<file path="src/rtl/dfu_boot_pkg.sv">
// Shared definitions for the DFU boot sequencer: FSM encoding, DFU idle code,
// counter widths and a small constant helper.
package dfu_boot_pkg;

   typedef enum logic [1:0] {
      ST_POR_HOLD = 2'd0,
      ST_WAIT     = 2'd1,
      ST_DFU      = 2'd2,
      ST_BOOT     = 2'd3
   } boot_state_t;

   localparam logic [7:0]  DFU_STATE_IDLE = 8'h02;
   localparam int unsigned TIMER_W        = 32;
   localparam int unsigned HOLD_W         = 32;
   localparam int unsigned LED_POS_W      = 4;

   function automatic int unsigned max_u(input int unsigned a, input int unsigned b);
      return (a > b) ? a : b;
   endfunction

endpackage

</file>
<file path="src/rtl/dfu_led_pattern.sv">
// Status LED pattern generator: free-running prescaler, idle blink, cylon scan in
// DFU, all-on in BOOT. Output is registered and active-low.
module dfu_led_pattern
   import dfu_boot_pkg::*;
#(
   parameter int unsigned N_LED     = 4,
   parameter int unsigned BLINK_BIT = 21,
   parameter int unsigned SCAN_BIT  = 20
) (
   input  logic             i_clk,
   input  logic             i_reset,
   input  boot_state_t      i_state,
   output logic [N_LED-1:0] o_led
);

   localparam int unsigned         PRESC_W = max_u(BLINK_BIT, SCAN_BIT) + 1;
   localparam logic [LED_POS_W-1:0] POS_MAX = LED_POS_W'(N_LED - 1);
   localparam logic [LED_POS_W-1:0] POS_ONE = LED_POS_W'(1);

   logic [PRESC_W-1:0]   r_presc;
   logic                 r_scan_d;
   logic [LED_POS_W-1:0] r_pos;
   logic                 r_dir_up;
   logic [N_LED-1:0]     r_led;
   logic [N_LED-1:0]     w_pattern;
   logic                 w_step;

   // The scan bit's rising edge is detected synchronously; it is never used as a clock.
   assign w_step = r_presc[SCAN_BIT] & ~r_scan_d & (i_state == ST_DFU);

   // Prescaler and delayed scan bit for edge detection
   always_ff @(posedge i_clk) begin
      if (i_reset) begin
         r_presc  <= '0;
         r_scan_d <= 1'b0;
      end else begin
         r_presc  <= r_presc + PRESC_W'(1);
         r_scan_d <= r_presc[SCAN_BIT];
      end
   end

   // Cylon position bouncing between LED 0 and LED N_LED-1
   always_ff @(posedge i_clk) begin
      if (i_reset) begin
         r_pos    <= '0;
         r_dir_up <= 1'b1;
      end else if (w_step && (N_LED > 1)) begin
         if (r_dir_up) begin
            if (r_pos == POS_MAX) begin
               r_pos    <= r_pos - POS_ONE;
               r_dir_up <= 1'b0;
            end else begin
               r_pos <= r_pos + POS_ONE;
            end
         end else if (r_pos == '0) begin
            r_pos    <= r_pos + POS_ONE;
            r_dir_up <= 1'b1;
         end else begin
            r_pos <= r_pos - POS_ONE;
         end
      end
   end

   // Active-high pattern source selected by sequencer state
   always_comb begin
      w_pattern = '0;
      case (i_state)
         ST_BOOT:              w_pattern = '1;
         ST_DFU:               w_pattern = N_LED'(1'b1) << r_pos;
         ST_POR_HOLD, ST_WAIT: w_pattern[0] = r_presc[BLINK_BIT];
         default:              w_pattern = '0;
      endcase
   end

   // Registered active-low drive
   always_ff @(posedge i_clk) begin
      if (i_reset) begin
         r_led <= '1;
      end else begin
         r_led <= ~w_pattern;
      end
   end

   assign o_led = r_led;

endmodule

</file>
<file path="src/rtl/dfu_boot_sequencer.sv">
// USB DFU boot sequencer: power-on USB core reset hold, then auto-boot timeout or DFU
// session, ending in a sticky boot request. Optional button via DFU_BOOT_BUTTON_EN.
module dfu_boot_sequencer
   import dfu_boot_pkg::*;
#(
   parameter int unsigned N_LED          = 4,
   parameter int unsigned CLK_HZ         = 12000000,
   parameter int unsigned BOOT_TIMEOUT_S = 5,
   parameter int unsigned RESET_CYCLES   = 65535,
   parameter int unsigned BLINK_BIT      = 21,
   parameter int unsigned SCAN_BIT       = 20
`ifdef DFU_BOOT_BUTTON_EN
   ,
   parameter int unsigned DEBOUNCE_CYCLES = 240000
`endif
) (
   input  logic             clk,
   input  logic             reset,
`ifdef DFU_BOOT_BUTTON_EN
   input  logic             boot_btn,
`endif
   input  logic [7:0]       dfu_state,
   input  logic             dfu_detach,
   output logic             usb_reset,
   output logic             boot_req,
   output logic             auto_boot,
   output logic [N_LED-1:0] led
);

   localparam logic [TIMER_W-1:0] BOOT_CYCLES = TIMER_W'(CLK_HZ * BOOT_TIMEOUT_S);
   localparam logic [HOLD_W-1:0]  HOLD_LOAD   = HOLD_W'(RESET_CYCLES);

   if ((BOOT_CYCLES <= HOLD_LOAD) || (N_LED == 0) || (N_LED > 16)) begin : g_param_check
      $error("dfu_boot_sequencer: need BOOT_CYCLES > RESET_CYCLES and N_LED in 1..16");
   end

   boot_state_t        r_state;
   logic [HOLD_W-1:0]  r_hold_cnt;
   logic [TIMER_W-1:0] r_boot_timer;
   logic               r_usb_reset;
   logic               r_boot_req;
   logic               r_auto_boot;
   logic               w_btn_level;
   logic               w_btn_rise;

`ifdef DFU_BOOT_BUTTON_EN
   localparam logic [31:0] DB_LAST = 32'(DEBOUNCE_CYCLES - 1);

   logic        r_btn_s1;
   logic        r_btn_s2;
   logic        r_btn_db;
   logic        r_btn_db_d;
   logic [31:0] r_db_cnt;

   // Two-flop synchroniser; debounced level flips only after DEBOUNCE_CYCLES differing cycles
   always_ff @(posedge clk) begin
      if (reset) begin
         r_btn_s1   <= 1'b0;
         r_btn_s2   <= 1'b0;
         r_btn_db   <= 1'b0;
         r_btn_db_d <= 1'b0;
         r_db_cnt   <= '0;
      end else begin
         r_btn_s1   <= boot_btn;
         r_btn_s2   <= r_btn_s1;
         r_btn_db_d <= r_btn_db;
         if (r_btn_s2 == r_btn_db) begin
            r_db_cnt <= '0;
         end else if (r_db_cnt >= DB_LAST) begin
            r_btn_db <= r_btn_s2;
            r_db_cnt <= '0;
         end else begin
            r_db_cnt <= r_db_cnt + 32'd1;
         end
      end
   end

   assign w_btn_level = r_btn_db;
   assign w_btn_rise  = r_btn_db & ~r_btn_db_d;
`else
   assign w_btn_level = 1'b0;
   assign w_btn_rise  = 1'b0;
`endif

   // Sequencer FSM with hold counter, saturating boot timer and registered outputs
   always_ff @(posedge clk) begin
      if (reset) begin
         r_state      <= ST_POR_HOLD;
         r_hold_cnt   <= HOLD_LOAD;
         r_boot_timer <= BOOT_CYCLES;
         r_usb_reset  <= 1'b1;
         r_boot_req   <= 1'b0;
         r_auto_boot  <= 1'b1;
      end else begin
         if (r_boot_timer != '0) begin
            r_boot_timer <= r_boot_timer - 32'd1;
         end
         case (r_state)
            ST_POR_HOLD: begin
               if (r_hold_cnt != '0) begin
                  r_hold_cnt  <= r_hold_cnt - 32'd1;
                  r_usb_reset <= (r_hold_cnt > 32'd1);
               end else if (w_btn_level) begin
                  r_usb_reset <= 1'b0;
                  r_state     <= ST_DFU;
                  r_auto_boot <= 1'b0;
               end else begin
                  r_usb_reset <= 1'b0;
                  r_state     <= ST_WAIT;
               end
            end
            ST_WAIT: begin
               // Detach outranks a simultaneous move into DFU
               if (dfu_detach || w_btn_rise || (r_boot_timer == '0)) begin
                  r_state     <= ST_BOOT;
                  r_boot_req  <= 1'b1;
                  r_auto_boot <= 1'b0;
               end else if (dfu_state > DFU_STATE_IDLE) begin
                  r_state     <= ST_DFU;
                  r_auto_boot <= 1'b0;
               end
            end
            ST_DFU: begin
               if (dfu_detach || w_btn_rise) begin
                  r_state    <= ST_BOOT;
                  r_boot_req <= 1'b1;
               end
            end
            ST_BOOT: begin
               r_boot_req <= 1'b1;
            end
            default: begin
               r_state     <= ST_POR_HOLD;
               r_hold_cnt  <= HOLD_LOAD;
               r_usb_reset <= 1'b1;
               r_boot_req  <= 1'b0;
               r_auto_boot <= 1'b1;
            end
         endcase
      end
   end

   dfu_led_pattern #(
      .N_LED     (N_LED),
      .BLINK_BIT (BLINK_BIT),
      .SCAN_BIT  (SCAN_BIT)
   ) u_led_pattern (
      .i_clk   (clk),
      .i_reset (reset),
      .i_state (r_state),
      .o_led   (led)
   );

   assign usb_reset = r_usb_reset;
   assign boot_req  = r_boot_req;
   assign auto_boot = r_auto_boot;

endmodule
</file>
<file path="config.mk">
export PLATFORM = sky130hd
export DESIGN_NAME = dfu_boot_sequencer
export DESIGN_NICKNAME = d
export VERILOG_FILES = /design/src/rtl/dfu_boot_pkg.sv /design/src/rtl/dfu_led_pattern.sv /design/src/rtl/dfu_boot_sequencer.sv
export SDC_FILE = /design/constraint.sdc
export NUM_CORES = 1
export LEC_CHECK = 0
export CAP_MARGIN = 20
export CELL_PAD_IN_SITES_DETAIL_PLACEMENT = 1
export CELL_PAD_IN_SITES_GLOBAL_PLACEMENT = 1
export CORE_MARGIN = 2
export CORE_UTILIZATION = 47
export DETAILED_ROUTE_END_ITERATION = 12
export PLACE_DENSITY_LB_ADDON = 0.1
export SETUP_SLACK_MARGIN = 0.5
export SYNTH_ARGS = -nofsm -noshare
export SYNTH_HDL_FRONTEND = slang
export SYNTH_SLANG_ARGS = --single-unit
export TNS_END_PERCENT = 30
</file>
<file path="constraint.sdc">
create_clock -name clk -period 3.3 [get_ports clk]
set_input_delay 0.825 -clock clk [delete_from_list [all_inputs] [get_ports clk]]
set_output_delay 0.825 -clock clk [all_outputs]
set_load 0.01 [all_outputs]
</file>
==> results.json, run 1 <==
{
  "tightestPinTransition_ps": 965,
  "clk_latency_ps": 380,
  "yosysTopAreaCellShare": 0.417,
  "place_hpwl_microns": 7390,
  "cts_hold_buf": 0,
  "routed_wl_microns": 10500,
  "synth_area_leader_cell": "dfxtp_1",
  "finalSetupTns_ps": 0,
  "cts_setup_buffers": 0,
  "die_x_microns": 106,
  "syn_area_sq_um": 4850,
  "dieArea_sq_um": 11100,
  "critPathKind": "flip-flop to flip-flop",
  "drive_gt1_frac": 0.0848,
  "yosysMostFrequentCell": "dfxtp_1",
  "relSlewSlack": 0.357,
  "cts_max_level": 3,
  "p_leak_uw": 0.00185,
  "cts_resized": 0,
  "skew_ps": 12.2,
  "synth_nets": 564,
  "drt-wirelength-per-cell_microns": 14.9,
  "core-area_sq_um": 10200,
  "hold_ws_ps": 472,
  "clockBufferDepth": 2,
  "cts.sinks": 101,
  "final_util": 0.530,
  "die_h_microns": 106,
  "yosys-top-cells-area": "dfxtp_1 42%, xor2_1 8.1%, nor2_1 5.7%",
  "grt_max_degree": 59,
  "path_clk_slew_ps": 100,
  "gp_congestion": 0.733,
  "cp_slowest_cell": "or4_1",
  "final_cells": 702,
  "hold_class": "flip-flop to flip-flop",
  "status": "complete, no violations",
  "crit_required_ps": 3570,
  "fillCellCount": 1213,
  "fin_crit_sh": 0.790,
  "first_global_vias": 4027,
  "cts_tree": "built",
  "synth.distinct_cells": 56,
  "grt_util_all_layers": 0.200,
  "startpoint_type": "flip-flop",
  "synth_commonest_cells": "101 x dfxtp_1, 74 x nor2_1, 45 x xor2_1",
  "first_pass_iters": 4,
  "synthCells": 540,
  "finalHoldViolCount": 0,
  "drcViolationCount": 0,
  "worstPathArrival_ps": 2880,
  "ys_seq_area_frac": 0.417,
  "slowest_delay_ps": 570,
  "num_rows": 37,
  "path_cells": "or4_1, nor3_2, and3_1, nand2_1, nor4_1, mux2_2",
  "grt_overflow": 0,
  "antenna_cells": 0,
  "setup_violations": 0,
  "worstPathMaxFanout": 7,
  "place_area_sq_um": 5180,
  "synth_edf_count": 0,
  "io_pins": 18,
  "route.antenna.remaining_nets": 0,
  "cap_violations": 0,
  "initial_core_util": 0.476,
  "viasPerCell": 5.43,
  "fin_nets": 585,
  "ys_seq_elements": 101,
  "endpoint_kind": "flip-flop",
  "slew_violations": 0,
  "rsz0062_at_grt": "no",
  "antenna_found_initial": 0,
  "yosysWarnings": 0,
  "root_buffer": "clkbuf_8",
  "portBuffers": 17,
  "synth.avg_cell_area_sq_um": 8.98,
  "vias": 3812,
  "ys.flop_type": "dfxtp_1",
  "grt_pass1_wl_microns": 18200,
  "cts_inserted_buffers": 9,
  "ir_worst_vdd_v": 0.000357,
  "fin_area_sq_um": 5400,
  "area_delta_synth_final_pct": 11.4,
  "drtIter0Drc": 119,
  "period_minus_slack_ps": 2610,
  "p_per_area_nw_per_um2": 440,
  "synth_async_sr_flop_share": 0,
  "placedCellCount": 686,
  "fmax_mhz": 383
}
cell type report:
type	count	area [sq um]	share of cell area
sequential	101	2020	0.374
multi-input combinational	409	2700	0.500
clock inverter	7	97.6	0.0181
clock buffer	9	124	0.0229
tap	136	170	0.0315
timing repair buffer	26	233	0.0431
inverter	14	52.6	0.00973
report_power, final:
| part | total (uW) | internal (uW) | switching (uW) |
|---|---|---|---|
| clock network | 881 | 431 | 450 |
| registers | 1290 | 1250 | 34.9 |
| logic | 211 | 92.8 | 118 |
| total | 2380 | 1780 | 604 |
kinds of logic after synthesis:
logic type	Yosys count	synth area share
AOI/OAI and AO/OA	59	0.0901
xor gates and xnor gates	67	0.121
adders and majority gates	13	0.0335
buffers and inverters	30	0.0255
DFF	101	0.417
muxes	2	0.00439
and+or+nand+nor	268	0.308
critical path: cells and delay by family, from the launching register on:
kind	cells	cell delay (ps)
AND/OR/NAND/NOR	5	1760
flip-flops	1	360
multiplexers	1	370
layer usage:
metal	GRT usage	routed length (microns)	vias to the layer above
met5	0	0	-
li1	-	-	1934
met2	0.359	5300	23
met3	0.0519	225	13
met1	0.232	4780	1842
met4	0.0611	159	0
state kept, by name (all words and copies together) (netlist names), 2 cells and up:
register               cells
r_boot_timer              32
u_led_pattern.r_pos        4
r_hold_cnt                32
u_led_pattern.o_led        4
r_state                    2
u_led_pattern.r_presc     22
worst paths after layout:
| kind | from | end | slack (ps) | cells after the start |
|---|---|---|---|---|
| setup / recovery | r_hold_cnt[2] | r_hold_cnt[27] | 690 | 6 |
| hold / removal | boot_req | boot_req | 470 | 2 |
| setup reg to reg | r_hold_cnt[2] | r_hold_cnt[27] | 690 | 6 |
| hold reg to reg | boot_req | boot_req | 470 | 2 |
cell usage in the layout (no fill, tap or decap), drive strengths merged, types with 9 or more instances in the layout:
cell type	synthesis	layout
buf	8	10
nand3	26	26
nand2b	22	22
o21ai	10	10
or4	12	12
a21oi	22	22
nor4	22	22
dfxtp	101	101
xnor2	22	22
ha	13	13
nor3	21	21
inv	14	16
nor2b	10	10
nor2	75	75
clkbuf	8	9
or3	12	12
xor2	45	45
nand2	23	23
clkdlybuf4s50	0	16
stage by stage:
step	setup slack [ps]	total power [uW]
after global routing	524	2490
final	691	2380
after global placement	725	1520
after CTS	692	2410
after detailed placement	706	1530
after floorplan	928	1470
No activity file was read; power rests on OpenSTA's default activity.
==> run 2, diff against run 1 <==
- clock period: 3.3 -> 2.65 ns (I/O delays scaled with it)
==> results.json, run 2 (same netlist as run 1, synthesis figures left out) <==
{
  "fmax_mhz": 414,
  "area_delta_synth_final_pct": 24.2,
  "place_hpwl_microns": 7680,
  "dieArea_sq_um": 11100,
  "cts_tree": "built",
  "skew_ps": 14.0,
  "status": "complete, no violations",
  "drtIter0Drc": 150,
  "startpoint_type": "flip-flop",
  "initial_core_util": 0.476,
  "multi_input_area_sq_um": 2940,
  "die_x_microns": 106,
  "drcViolationCount": 0,
  "root_buffer": "clkbuf_8",
  "grt_max_degree": 46,
  "cap_violations": 0,
  "period_minus_slack_ps": 2420,
  "cts_max_level": 3,
  "p_per_area_nw_per_um2": 535,
  "path_clk_slew_ps": 110,
  "fin_crit_sh": 0.912,
  "route.antenna.remaining_nets": 0,
  "first_pass_iters": 5,
  "reg2reg_slack_ps": 230,
  "num_rows": 37,
  "routed_wl_microns": 12700,
  "cts_inserted_buffers": 9,
  "slew_violations": 0,
  "grt_util_all_layers": 0.225,
  "worstPathArrival_ps": 2700,
  "drt-wirelength-per-cell_microns": 17.0,
  "worstPathMaxFanout": 6,
  "p_leak_uw": 0.00212,
  "drive_gt1_frac": 0.220,
  "die_h_microns": 106,
  "ir_worst_vdd_v": 0.000524,
  "finalHoldViolCount": 0,
  "dp_slack_ps": 249,
  "critPathKind": "flip-flop to flip-flop",
  "relSlewSlack": 0.608,
  "setup_violations": 0,
  "antenna_found_initial": 0,
  "antenna_cells": 0,
  "clockBufferDepth": 2,
  "viasPerCell": 5.50,
  "rsz0062_at_grt": "yes",
  "cts_hold_buf": 0,
  "endpoint_kind": "flip-flop",
  "first_global_vias": 4415,
  "fin_nets": 629,
  "vias": 4105,
  "fillCellCount": 1161,
  "regArea_sq_um": 2040,
  "setup_slack_ps": 232,
  "tightestPinTransition_ps": 583,
  "final_common_cell": "dfxtp_1",
  "final_cell_mix": "90 x dfxtp_1, 74 x nor2_1, 46 x buf_4",
  "clk_latency_ps": 380,
  "portBuffers": 17,
  "io_pins": 18,
  "finalSetupTns_ps": 0,
  "grt_pass1_wl_microns": 20500,
  "cts.sinks": 101,
  "hold_class": "flip-flop to flip-flop",
  "gp_congestion": 0.769,
  "reg.largest.list": "r_boot_timer (32), r_hold_cnt (32), u_led_pattern.r_presc (22)",
  "core-area_sq_um": 10200,
  "crit_required_ps": 2930,
  "grt_overflow": 0
}
==> run 2: cell count changes in the layout (fill, tap and decap cells not counted), sizes merged <==
| cell | delta |
|---|---|
| or4 | +1 |
| clkinvlp | -1 |
| buf | +43 |
| inv | +1 |
==> run 2: per-stage QoR <==
step           hold WS (ps)  cells  cell area [sq um]   util  total power [uW]
6_report                457    746               6020  0.591              3220
5_1_grt                 490    746               6020  0.591              3340
4_1_cts                 467    735               5790  0.568              3120
3_5_place_dp            448    703               5340  0.524              1940
3_3_place_gp            440    703               5340  0.524              1930
2_1_floorplan           430    540               4880      -              1830
==> run 2: repair_timing <==
action	4_1_cts	5_1_grt
pin swaps	19	7
cloned	1	0
resized for setup	23	32
setup endpoints to repair	55	68
setup buffers	15	11
==> run 2: routing by layer <==
metal	track usage	vias up	wire, microns
met3	0.0544	18	299
li1	-	2028	-
met1	0.257	2019	5610
met2	0.415	40	6620
met5	0	-	0
met4	0.0611	0	189
==> run 2: worst paths after layout <==
| check | from | to | cells past startpoint |
|---|---|---|---|
| worst max-delay path | r_boot_timer[3] | r_boot_timer[3] | 8 |
| worst min-delay path | boot_req | boot_req | 2 |
| worst max register to register | r_boot_timer[3] | r_boot_timer[3] | 8 |
| worst min register to register | boot_req | boot_req | 2 |
==> run 2: area by class of cell <==
class,count,share of cell area
flip-flops and latches,101,0.339
multi-input cells,410,0.489
inverters,14,0.00873
clock buffers,9,0.0206
well taps,136,0.0283
clock inverters,7,0.0175
repair buffers,69,0.0975
==> run 2: power breakdown <==
part	internal, uW	total, uW	switching, uW
logic	234	460	226
clock network	547	1130	584
registers	1560	1630	65.9
total	2340	3220	876
==> run 2: worst max-delay path, stage by stage (launching register included) <==
cell	delay, ps
dfxtp_2	340
or4_4	570
or3_4	390
nor4_2	380
buf_4	230
buf_4	110
nor3_1	40
xnor2_1	190
nor2_1	60
==> run 3, diff against run 2 <==
- CORE_UTILIZATION: 47 -> 49
- CTS_BUF_LIST: not set -> sky130_fd_sc_hd__clkbuf_8
==> results.json, run 3 (same netlist as run 1, synthesis figures left out) <==
{
  "status": "complete, no violations",
  "skew_ps": 12.6,
  "gr-max-usage-layer": "met2",
  "first_pass_iters": 4,
  "crit_buf_inv": 2,
  "routed_wl_microns": 11900,
  "setup_violations": 0,
  "period_minus_slack_ps": 2460,
  "hold_class": "flip-flop to flip-flop",
  "fmax_mhz": 406,
  "die_x_microns": 103,
  "dieArea_sq_um": 10700,
  "crit_required_ps": 2910,
  "path_cells": "or4_4, buf_4, nor3_4, o311ai_4, buf_4, o21ai_0, or3b_2",
  "drive_gt1_frac": 0.188,
  "die_h_microns": 103,
  "drt-wirelength-per-cell_microns": 16.3,
  "reg.largest.list": "r_boot_timer (32), r_hold_cnt (32), u_led_pattern.r_presc (22)",
  "p_comb_frac": 0.138,
  "p_sw_uw": 808,
  "cp_slowest_cell": "or4_4",
  "slew_violations": 0,
  "p_per_area_nw_per_um2": 518,
  "use_met3": 0.0497,
  "route.antenna.remaining_nets": 0,
  "power.share.clock": 0.325,
  "cap_violations": 0,
  "p_leak_uw": 0.00201,
  "antenna_found_initial": 0,
  "path_delay_family": "simple AND/OR/NAND/NOR gates",
  "finalSetupTns_ps": 0,
  "root_buffer": "clkbuf_8",
  "slowest_delay_ps": 550,
  "relSlewSlack": 0.580,
  "p_seq_frac": 0.537,
  "rsz0062_at_grt": "yes",
  "total_power_uw": 3010,
  "finalHoldViolCount": 0,
  "grtUsageMet1": 0.252,
  "setup_slack_ps": 188,
  "vias": 4050,
  "cts_inserted_buffers": 9,
  "grt_max_degree": 48,
  "worstPathMaxFanout": 5,
  "crit_top_cell": "buf_4",
  "final_cell_mix": "94 x dfxtp_1, 74 x nor2_1, 45 x xor2_1",
  "clockBufferDepth": 2,
  "p_sw_frac": 0.268,
  "ir_worst_vdd_v": 0.000389,
  "portBuffers": 17,
  "worstPathArrival_ps": 2720,
  "dp_slack_ps": 205,
  "first_global_vias": 3942,
  "startpoint_type": "flip-flop",
  "p_int_uw": 2200,
  "clk_latency_ps": 380,
  "grtUsageMet2": 0.383,
  "fin_nets": 615,
  "area_delta_synth_final_pct": 19.9,
  "grt_util_all_layers": 0.215,
  "drtIter0Drc": 63,
  "final_util": 0.600,
  "place_hpwl_microns": 7600,
  "io_pins": 18,
  "grt_pass1_wl_microns": 18200,
  "critPathKind": "flip-flop to flip-flop",
  "antenna_cells": 0,
  "cts.sinks": 101,
  "num_rows": 36,
  "gp_congestion": 0.768,
  "endpoint_kind": "flip-flop",
  "initial_core_util": 0.501,
  "cts_max_level": 3,
  "fin_crit_sh": 0.929,
  "grt_overflow": 0,
  "viasPerCell": 5.56,
  "drcViolationCount": 0,
  "core-area_sq_um": 9680,
  "path_clk_slew_ps": 90,
  "tightestPinTransition_ps": 630,
  "final_common_cell": "dfxtp_1",
  "cts_tree": "built"
}
==> run 3: changes by cell type in the layout (fill, tap and decap cells not counted), sizes merged <==
cell	delta
buf	-14
clkinv	+2
inv	-2
bufinv	-1
clkinvlp	+1
==> run 3: per-layer routing <==
layer | vias up | part of all wire
li1 | 2005 | -
met1 | 1980 | 0.44
met2 | 42 | 0.52
met3 | 23 | 0.021
met4 | 0 | 0.024
met5 | - | 0
==> run 3: per-stage QoR <==
| stage | cells | hold WS, ps | cell area, sq um |
|---|---|---|---|
| 2_1_floorplan | 540 | 430 | 4880 |
| 6_report | 729 | 456 | 5810 |
| 3_5_place_dp | 696 | 444 | 5310 |
| 5_1_grt | 729 | 506 | 5810 |
| 4_1_cts | 717 | 459 | 5580 |
| 3_3_place_gp | 696 | 436 | 5310 |
==> run 3: what timing repair did <==
item	4_1_cts	5_1_grt
pin swaps	8	17
endpoints found under the setup margin	46	68
gates cloned	1	0
setup buffers	4	12
resized for setup	13	27
hold buffers	0	0
==> run 3: worst reg2reg max path: stages, from the launching register on <==
cell and delay (ps):
dfxtp_2 340, or4_4 550, buf_4 160, nor3_4 240, o311ai_4 210, buf_4 210
o21ai_0 170, or3b_2 460
==> run 3: layout make-up <==
type | instances | area (sq um)
clock buffers | 9 | 124
clock inverters | 7 | 67.6
fillers | 1145 | 3870
inverters | 14 | 52.6
multi-input cells | 410 | 2900
flip-flops and latches | 101 | 2030
well taps | 133 | 166
repair buffers | 55 | 474
==> run 3: worst paths after layout <==
| path | from | slack, ps | cells after the start | to |
|---|---|---|---|---|
| worst max-delay path | r_boot_timer[5] | 190 | 7 | r_boot_timer[15] |
| worst min-delay path | boot_req | 460 | 2 | boot_req |
| worst max register to register | r_boot_timer[5] | 190 | 7 | r_boot_timer[15] |
| worst min register to register | boot_req | 460 | 2 | boot_req |
==> run 3: power by group through the flow <==
| stage | Clock [uW] | Sequential [uW] | Combinational, uW |
|---|---|---|---|
| after floorplan | 0 | 1630 | 200 |
| after global placement | 0 | 1640 | 291 |
| after detailed placement | 0 | 1640 | 298 |
| after CTS | 1010 | 1600 | 333 |
| after global routing | 1060 | 1620 | 450 |
| final | 979 | 1620 | 416 |
